--- config.mk ---
export PLATFORM = sky130hd
export DESIGN_NAME = bcd_display_mux
export DESIGN_NICKNAME = d
export VERILOG_FILES = /design/src/rtl/bcd_display_mux.sv
export SDC_FILE = /design/constraint.sdc
export NUM_CORES = 1
export LEC_CHECK = 0
export ABC_AREA = 0
export BUFFER_PORTS_ARGS = -buffer_cell sky130_fd_sc_hd__buf_2
export CORE_MARGIN = 1
export CORE_UTILIZATION = 55
export CTS_CLUSTER_DIAMETER = 30
export DETAILED_ROUTE_END_ITERATION = 7
export MAX_ROUTING_LAYER = met4
export PLACE_DENSITY = 0.78
export SLEW_MARGIN = 20
export SYNTH_ARGS = -nofsm -noshare
export SYNTH_HDL_FRONTEND = slang
export SYNTH_SLANG_ARGS = --single-unit
--- constraint.sdc ---
create_clock -name clk -period 2.4 [get_ports clk]
set_input_delay 0.36 -clock clk [delete_from_list [all_inputs] [get_ports clk]]
set_output_delay 0.36 -clock clk [all_outputs]
set_load 0.005 [all_outputs]
--- src/rtl/bcd_display_mux.sv ---
// Latches a two-digit BCD result and time-multiplexes it onto a two-digit
// common-cathode 7-segment display. Define BCD_DISPLAY_BLANK_EN to blank a leading zero.
`timescale 1ns/1ps
module bcd_display_mux #(
  parameter int REFRESH_DIV = 1000,
  parameter int CNT_W       = 16
) (
  input  logic       clk,
  input  logic       rst,
  input  logic       load,
  input  logic [3:0] bcd_tens,
  input  logic [3:0] bcd_units,
  output logic [6:0] seg,
  output logic [1:0] an,
  output logic       err
);

  localparam logic [CNT_W-1:0] CNT_LAST = CNT_W'(REFRESH_DIV - 1);

  logic [3:0]       tens_q, tens_d;
  logic [3:0]       units_q, units_d;
  logic             err_q, err_d;
  logic             sel_q, sel_d;
  logic [CNT_W-1:0] cnt_q, cnt_d;
  logic [3:0]       digit;

  always_ff @(posedge clk or posedge rst) begin
    if (rst) begin
      tens_q  <= 4'd0;
      units_q <= 4'd0;
      err_q   <= 1'b0;
      sel_q   <= 1'b0;
      cnt_q   <= '0;
    end else begin
      tens_q  <= tens_d;
      units_q <= units_d;
      err_q   <= err_d;
      sel_q   <= sel_d;
      cnt_q   <= cnt_d;
    end
  end

  // Load and scan are independent, so a load on a wrap edge lands together
  // with the new selection and the new digit shows immediately.
  always_comb begin
    tens_d  = tens_q;
    units_d = units_q;
    err_d   = err_q;
    sel_d   = sel_q;
    cnt_d   = cnt_q + CNT_W'(1);
    if (load) begin
      tens_d  = bcd_tens;
      units_d = bcd_units;
      err_d   = (bcd_tens > 4'd9) | (bcd_units > 4'd9);
    end
    if (cnt_q == CNT_LAST) begin
      cnt_d = '0;
      sel_d = ~sel_q;
    end
  end

  assign digit = sel_q ? tens_q : units_q;
  assign an    = sel_q ? 2'b10 : 2'b01;
  assign err   = err_q;

  always_comb begin
    seg = 7'b1000000;
    case (digit)
      4'd0: seg = 7'b0111111;
      4'd1: seg = 7'b0000110;
      4'd2: seg = 7'b1011011;
      4'd3: seg = 7'b1001111;
      4'd4: seg = 7'b1100110;
      4'd5: seg = 7'b1101101;
      4'd6: seg = 7'b1111101;
      4'd7: seg = 7'b0000111;
      4'd8: seg = 7'b1111111;
      4'd9: seg = 7'b1101111;
      default: seg = 7'b1000000;
    endcase
`ifdef BCD_DISPLAY_BLANK_EN
    if (sel_q && (tens_q == 4'd0)) seg = 7'b0000000;
`else
`endif
  end

endmodule
==> After elaboration in Yosys (flattened, before gate mapping) <==
Memories as Yosys holds them, arrays and structs flattened.
Index checks and enable logic that the tools add are counted.
{ "word_totals": {"register_bits": 26, "latchBits": 0, "ram_bits": 0, "rom_bits": 112, "inputBits": 11, "output_inout_bits": 10, "elab_cells": 15, "n_memories": 1} }
{ "classes": {"add_sub_neg": 1, "n_mul": 0, "div": 0, "magnitude_cmp": 2, "eq_ne": 1, "shift": 0, "muxes": 3, "bitwise": 2, "n_reduce_logical": 0} }
{ "mem_list": {"columns": ["memory", "depth", "width", "rd", "rd_clocked_by_memory_dff", "write_ports", "line_no", "rtl"], "rows": [
  ["(name not given)", 16, 7, 1, 0, 0, "68", "case (digit)"]
]} }
{ "op_table": {"columns": ["op", "count"], "rows": [
  ["adder 16 x 1 -> 16 bit, second input constant", 1],
  ["equality test 16 x 10 -> 1 bit, second input constant", 1],
  ["2-to-1 mux 16 bit", 1],
  ["> comparator 4 bit, second input constant", 2],
  ["2-to-1 mux 4 bit", 1],
  ["2-to-1 mux 2 bit", 1],
  ["inverter 1 bit", 1],
  ["OR 1 bit", 1]
]} }

==> Depth between registers and ports, before layout <==
Gate-level depths: netlist of the first run.
{ "depth": {"depth_word": 2, "depth_mapped": 7, "mapped_depth_nobuf": 6} }

==> Worst setup path after synthesis of the first run <==
No wires, ideal clock.
{ "synth_timing": {"path_type": "register -> output", "from": "register sel_q", "to": "output seg[0]", "arrival_time_ns": 1.680, "required_time_ns": 2.040, "path_slack_ns": 0.360, "stages_incl_launch_ff": 7, "n_path_buf": 1, "cell_sequence": "dfrtp_1 > clkbuf_1 > mux2i_1 > inv_1 > ha_1 > mux2_2 > o21ai_0"} }
{ "synth_via": {"elab_chain_len": 2} }
{ "synth_lines": {"columns": ["element", "line_no", "rtl"], "rows": [
  ["start, declared", "23", "logic sel_q, sel_d;"],
  ["start signal, assigned", "38", "sel_q <= sel_d;"],
  ["2-to-1 mux 4 bit", "62", "assign digit = sel_q ? tens_q : units_q;"],
  ["memory read (16 x 7 bit)", null, null],
  ["end, declared", "13", "output logic [6:0] seg,"]
]} }
No other way between the ends.

==> Worst setup path after layout of the first run <==
Ends and elaborated chain as after synthesis.

==> results of run 1 <==
final cells by class:
type | count | area (um^2)
multi-input combinational | 90 | 689.4
clock inverter | 1 | 30.03
tap | 28 | 35.03
timing repair buffer | 23 | 122.6
inverter | 10 | 37.54
clock buffer | 3 | 22.52
sequential | 26 | 651.9
fill | 165 | 708.2
flip-flops by register name (all words and copies together) (netlist names):
signal / count
units_q: 4
tens_q: 4
cnt_q: 16
sel_q: 1
err: 1
synthesized netlist by cell type (all sizes together) (4+ instances only):
library cell,number,area share
or3,4,0.018
mux2i,5,0.036
nand4,5,0.023
ha,7,0.063
nand3,6,0.022
a21oi,5,0.018
mux2,10,0.082
o21ai,11,0.040
dfrtp,26,0.47
nor4,4,0.029
xnor2,4,0.025
inv,10,0.027
xor2,6,0.038
nand2,6,0.016
metrics by stage:
step	instances	worst slack [ns]	total power, mW
after floorplan	129	0.3604	0.5431
after global routing	181	-0.009058	0.9230
after global placement	177	0.4820	0.5881
after CTS	181	0.06566	0.8898
after detailed placement	177	0.3506	0.5936
final	181	0.1850	0.8800
power by group:
group | total [mW] | internal, mW | switching [mW]
combinational | 0.124 | 0.0632 | 0.0610
sequential | 0.463 | 0.453 | 0.00981
clock | 0.293 | 0.169 | 0.124
layer usage:
metal | global-route usage | vias to the layer above | part of all wire
li1 | - | 507 | -
met4 | 0.04505 | 0 | 0
met3 | 0.03509 | 0 | 0.050
met5 | - | - | 0
met2 | 0.3526 | 30 | 0.50
met1 | 0.2306 | 457 | 0.45
cell families (layout without fill, tap and decap cells):
family	Yosys count	count (layout)	synth area share
xor gates and xnor gates	10	10	0.06346
AOI/OAI and AO/OA	20	20	0.07978
and+or+nand+nor	38	38	0.1659
muxes	15	15	0.1179
DFF	26	26	0.4714
buffers and inverters	13	37	0.03808
adders and majority gates	7	7	0.06346
cells in the final DEF (no fill, tap or decap), drive strengths merged:
master and n:
clkbuf 3, ha 7, o21ai 11, or3 4, mux2i 5, nand3 6
inv 10, a21o 2, mux2 10, or4 2, xnor2 4, and3 1
dfrtp 26, bufinv 1, or4b 1, nand2b 1, o221ai 1, nor3 3
nor2b 2, nand4 5, xor2 6, nor2 3, nand2 6, a31oi 1
buf 23, a21oi 5, nor4 4
worst paths after layout:
kind                                     start                      to  cells after the start
max in group asynchronous                  rst       sel_q$_DFFE_PP0N_                      3
setup reg to reg            cnt_q[4]$_DFF_PP0_      cnt_q[9]$_DFF_PP0_                      3
hold reg to reg            cnt_q[15]$_DFF_PP0_     cnt_q[15]$_DFF_PP0_                      1
setup / recovery             sel_q$_DFFE_PP0N_                  seg[0]                      6
hold / removal                             rst         err$_DFFE_PP0P_                      3
min in group clk                  bcd_units[0]  units_q[0]$_DFFE_PP0P_                      2
worst register-to-register path, stage by stage, from the launching register on:
cell      delay, ns
dfrtp_1        0.46
or4_4          0.57
nor4_4         0.49
o221ai_1       0.21
==> results.md, run 1 <==
* Placed cell areas at about 0.0015 mm^2
* Post-synth top flop: dfrtp_1
* Crit-path max cell delay at roughly 0.48 ns
* Die extent in y at ~52 um
* Hold Slack at between 0.06 and 0.07 ns
* EDFF count, synth at 0
* DP HPWL at 1773 um
* Slowest cell on crit path: dfrtp_2
* Setup Viol. Count Final at 0
* Setup tns final at 0 ns
* Fin area at around 0.0016 mm^2
* I/O pin cnt at 21
* Core Area at between 0.002 and 0.0025 mm^2
* Register bit total from synthesis at 26
* CTS tree: built
* # Post-CTS Setup Buffers at 0
* Share of cells above drive strength 1 at 0.2745
* # diodes at 0
* Vias per Instance at approximately 5.5
* Via Count at around 1000
* Mapped Nets at 147
* Hold-fix buffers at CTS at 0
* CP Class: register to output port
* Port bufs at 20
* Sequential-to-total area share from yosys stat at 0.4714
* WP data required at 2.04 ns
* First-pass GRT wire length at approximately 3800 um
* DR WL/cell at roughly 13 um
* Critical Path AT at 1.86 ns
* Initial antenna violation count at 0
* H-Tree Level Count at 1
* DRC errors left at 0
* Initial DRC Count at 11
* Max cap viols at 0
* Worst hold path type: primary input to async pin
* Period utilization at 0.9229
* Crit path buf inv count at 2
* Clock Tree Root: clkbuf_4
* Cell family contributing the most delay on the critical path: multiplexers
* Vias in the first global route at about 900
* Leakage at between 0.7 and 0.8 nW
* Pwr per Cell Area at about 550 mW/mm^2
* Final ANT Viol Nets at 0
* Final #Nets at ~170
* Clk_skew at roughly 0.0053 ns
* Max Slew Vio Count at 0
* Status: finished clean
* Critical Path, Cell by Cell: mux2i_1, inv_1, ha_1, mux2_2, o21ai_0, buf_2
* Drt pass-1 iters at 4
* R2r setup slk at roughly 0.54 ns
* Area growth syn-to-layout at 15.14%
* Largest net degree at the start of global routing at 27
* Mean post-synth cell area at 10.70 um^2
* CP Launch Type: register
* CTS clk-pin slew, worst paths at 0.14 ns
* Mapped cell area at approximately 0.0014 mm^2
* Starting Density at 0.6008
* Die Wd at around 52 um
* Die area at between 0.002 and 0.003 mm^2
* Highest clock rate at 451.5 MHz
* Clock Tree Buf Depth at 2
* Gpl congestion at 0.8110
* Netlist cell types at 28
* Clock sink count at 26
* Grt total ovfl at 0
* WL final at roughly 2300 um
* FP Rows at 17
* Slew Limit Headroom at 0.6407
* Minimum clock period at approximately 2.2 ns
* Resized cells post-CTS at 1
* Syn Inst Count at between 100 and 150
* Clk Latency, worst-skew pair at between 0.3 and 0.4 ns
* Global router's overall resource usage at 0.1980
* CP Capture Type: output port
* Slew @ Worst Pin at roughly 0.53 ns
* Fin. Hold Viols at 0
* Utilization after layout at 0.6917
* Max IR drop VDD at around 330 uV
* Synth warn at 0
* Async SR Flop Fraction at 1.000
* Critical path peak fanout at 6
* Clock buffer count from CTS at 3
No activity file was read; power rests on OpenSTA's default activity.
==> inputs of run 2 (changes only) <==
--- a/config.mk
+++ b/config.mk
@@ -11,8 +11,8 @@
 export CORE_UTILIZATION = 55
 export CTS_CLUSTER_DIAMETER = 30
 export DETAILED_ROUTE_END_ITERATION = 7
-export MAX_ROUTING_LAYER = met4
 export PLACE_DENSITY = 0.78
+export REMOVE_ABC_BUFFERS = 1
 export SLEW_MARGIN = 20
 export SYNTH_ARGS = -nofsm -noshare
 export SYNTH_HDL_FRONTEND = slang
==> run 2 against run 1 <==
Effect of this change: core utilization up 0.33 points; sequential power about the same; global-route usage up 0.82 points; die area unchanged.
==> results.md, run 2 (synthesis gave the netlist of run 1 again) <==
* Status: finished clean
* Starting Density at 0.6008 (unchanged)
* Vias per Instance at 5.577 (+1.6%)
* Final cell count without fillers at 182 (+0.55%)
* Gpl congestion at 0.7750 (-4.4%)
* Minimum clock period at 2.188 ns (-0.02703 ns)
* Die area at 0.002713 mm^2 (unchanged)
* Global router's overall resource usage at 0.2061 (+0.008171)
* DR WL met2 at 1328 um (+15%)
* Largest net degree at the start of global routing at 27 (unchanged)
* CP Launch Type: register
* Routed wl met3 at 82 um (-30%)
* Critical Path AT at 1.83 ns (-0.03 ns)
* Grt total ovfl at 0 (unchanged)
* WP data required at 2.04 ns (about the same)
* Initial antenna violation count at 0 (unchanged)
* Total power at 0.8832 mW (+0.36%)
* Commonest non-fill, non-tap cell in the layout: dfrtp_1
* CP Class: register to output port
* Worst Reg2Reg Path Length in Cells at 3 (unchanged)
* # diodes at 0 (unchanged)
* Clk_skew at 0.01346 ns (+0.008128 ns)
* Core Area at 0.002297 mm^2 (unchanged)
* WL final at 2516 um (+8.4%)
* Initial DRC Count at 7 (-4)
* Met1 WL at 1105 um (+5.3%)
* FP Rows at 17 (unchanged)
* Critical Path Source: sel_q$_DFFE_PP0N_
* CTS tree: built
* Setup tns final at 0 ns (unchanged)
* H-Tree Level Count at 1 (unchanged)
* Slew @ Worst Pin at 0.5058 ns (-0.02907 ns)
* Max Slew Vio Count at 0 (unchanged)
* Clk Latency, worst-skew pair at 0.32 ns (about the same)
* CP Capture Type: output port
* Vias in the first global route at 963 (+4.1%)
* Most frequent cells in the layout: dfrtp_1 (25), buf_2 (20), o21ai_0 (11)
* Die Wd at 52.09 um (unchanged)
* Die extent in y at 52.09 um (unchanged)
* RSZ-0062 raised after global routing: no
* Largest registers: cnt_q x16, tens_q x4, units_q x4
* Critical path peak fanout at 4 (-2)
* CTS clk-pin slew, worst paths at 0.14 ns (about the same)
* Highest clock rate at 457.0 MHz (+1.2%)
* Top routing layer used: met3
* Slew Limit Headroom at 0.6602 (+0.01952)
* Max cap viols at 0 (unchanged)
* Area growth syn-to-layout at 15.68%
* Largest register FFs at 16 (unchanged)
* Worst hold path type: primary input to async pin
* Port bufs at 20 (unchanged)
* Final #Nets at 173 (+0.58%)
* Utilization after layout at 0.6950 (+0.003268)
* DR WL/cell at 13.82 um (+7.9%)
* Worst r2r dst: cnt_q[9]$_DFF_PP0_
* DP HPWL at 1968 um (+11%)
* Final ANT Viol Nets at 0 (unchanged)
* Fin. Hold Viols at 0 (unchanged)
* R2r setup slk at 0.57 ns (+0.03 ns)
* Setup Viol. Count Final at 0 (unchanged)
* Max IR drop VDD at 481.0 uV (+47%)
* Clock sink count at 26 (unchanged)
* Share of cells above drive strength 1 at 0.2792 (+0.004711)
* Pwr per Cell Area at 553.2 mW/mm^2 (-0.11%)
* DRC errors left at 0 (unchanged)
* Clock buffer count from CTS at 3 (unchanged)
* Clock Tree Root: clkbuf_4
* Via Count at 1015 (+2.1%)
* First-pass GRT wire length at 4064 um (+5.8%)
* Clock Tree Buf Depth at 2 (unchanged)
* Leakage at 0.7454 nW (+0.74%)
* Drt pass-1 iters at 4 (unchanged)
* Most flop-heavy register: cnt_q
* Hold Slack at 0.05413 ns (-0.01095 ns)
* Period utilization at 0.9117 (-0.01126)
* Dpl cells at 177 (unchanged)
* I/O pin cnt at 21 (unchanged)
* Reg-to-reg critical path startpoint: cnt_q[4]$_DFF_PP0_
==> run 2: cell types whose count changed in the layout (fill, tap and decap cells not counted) <==
| cell | previous run | this run |
|---|---|---|
| buf_4 | 3 | 4 |
==> run 2: how the worst max path moves through the flow <==
stage / end / depth (start not counted)
6_report: seg[0] / 6
3_5_place_dp: seg[5] / 7
3_3_place_gp: seg[5] / 7
2_1_floorplan: seg[0] / 5
5_1_grt: seg[0] / 6
4_1_cts: seg[5] / 7
==> run 2: metal layers <==
metal	up-vias	GRT usage
met3	0	0.03509
li1	507	-
met1	489	0.2372
met2	19	0.3996
met4	0	0.02703
met5	-	0
==> run 2: power breakdown <==
| part | switching (mW) | total [mW] | internal, mW | leakage [nW] |
|---|---|---|---|---|
| sequential | 0.0106 | 0.464 | 0.453 | 0.326 |
| clock | 0.126 | 0.295 | 0.169 | 0.0279 |
| combinational | 0.0611 | 0.124 | 0.0631 | 0.392 |
| total | 0.198 | 0.883 | 0.685 | 0.745 |
==> run 2: layout make-up <==
cell class              count  area [um^2]
fillers                   177        700.7
multi-input cells          90        689.4
flip-flops and latches     26        651.9
repair buffers             24        130.1
inverters                  10        37.54
well taps                  28        35.03
clock inverters             1        30.03
clock buffers               3        22.52
==> run 2: what timing repair did <==
item / in CTS / in global routing
resized for setup: 1 / 2
hold endpoints to repair: 0 / 0
buffers inserted: 0 / 1
setup endpoints to repair: 1 / 2
hold buffers: 0 / 0
==> run 2: critical path: stages (launching register included) <==
cell and delay, ns:
dfrtp_2 0.44, mux2i_1 0.25, inv_1 0.09, ha_1 0.21
mux2_2 0.26, o21ai_0 0.13, buf_2 0.13
==> run 2: stage by stage <==
stage | setup slack, ns | instance area [um^2]
after CTS | 0.006706 | 1579
after detailed placement | 0.3002 | 1523
final | 0.2120 | 1597
after global placement | 0.4842 | 1523
after floorplan | 0.4600 | 1365
after global routing | 0.03884 | 1597
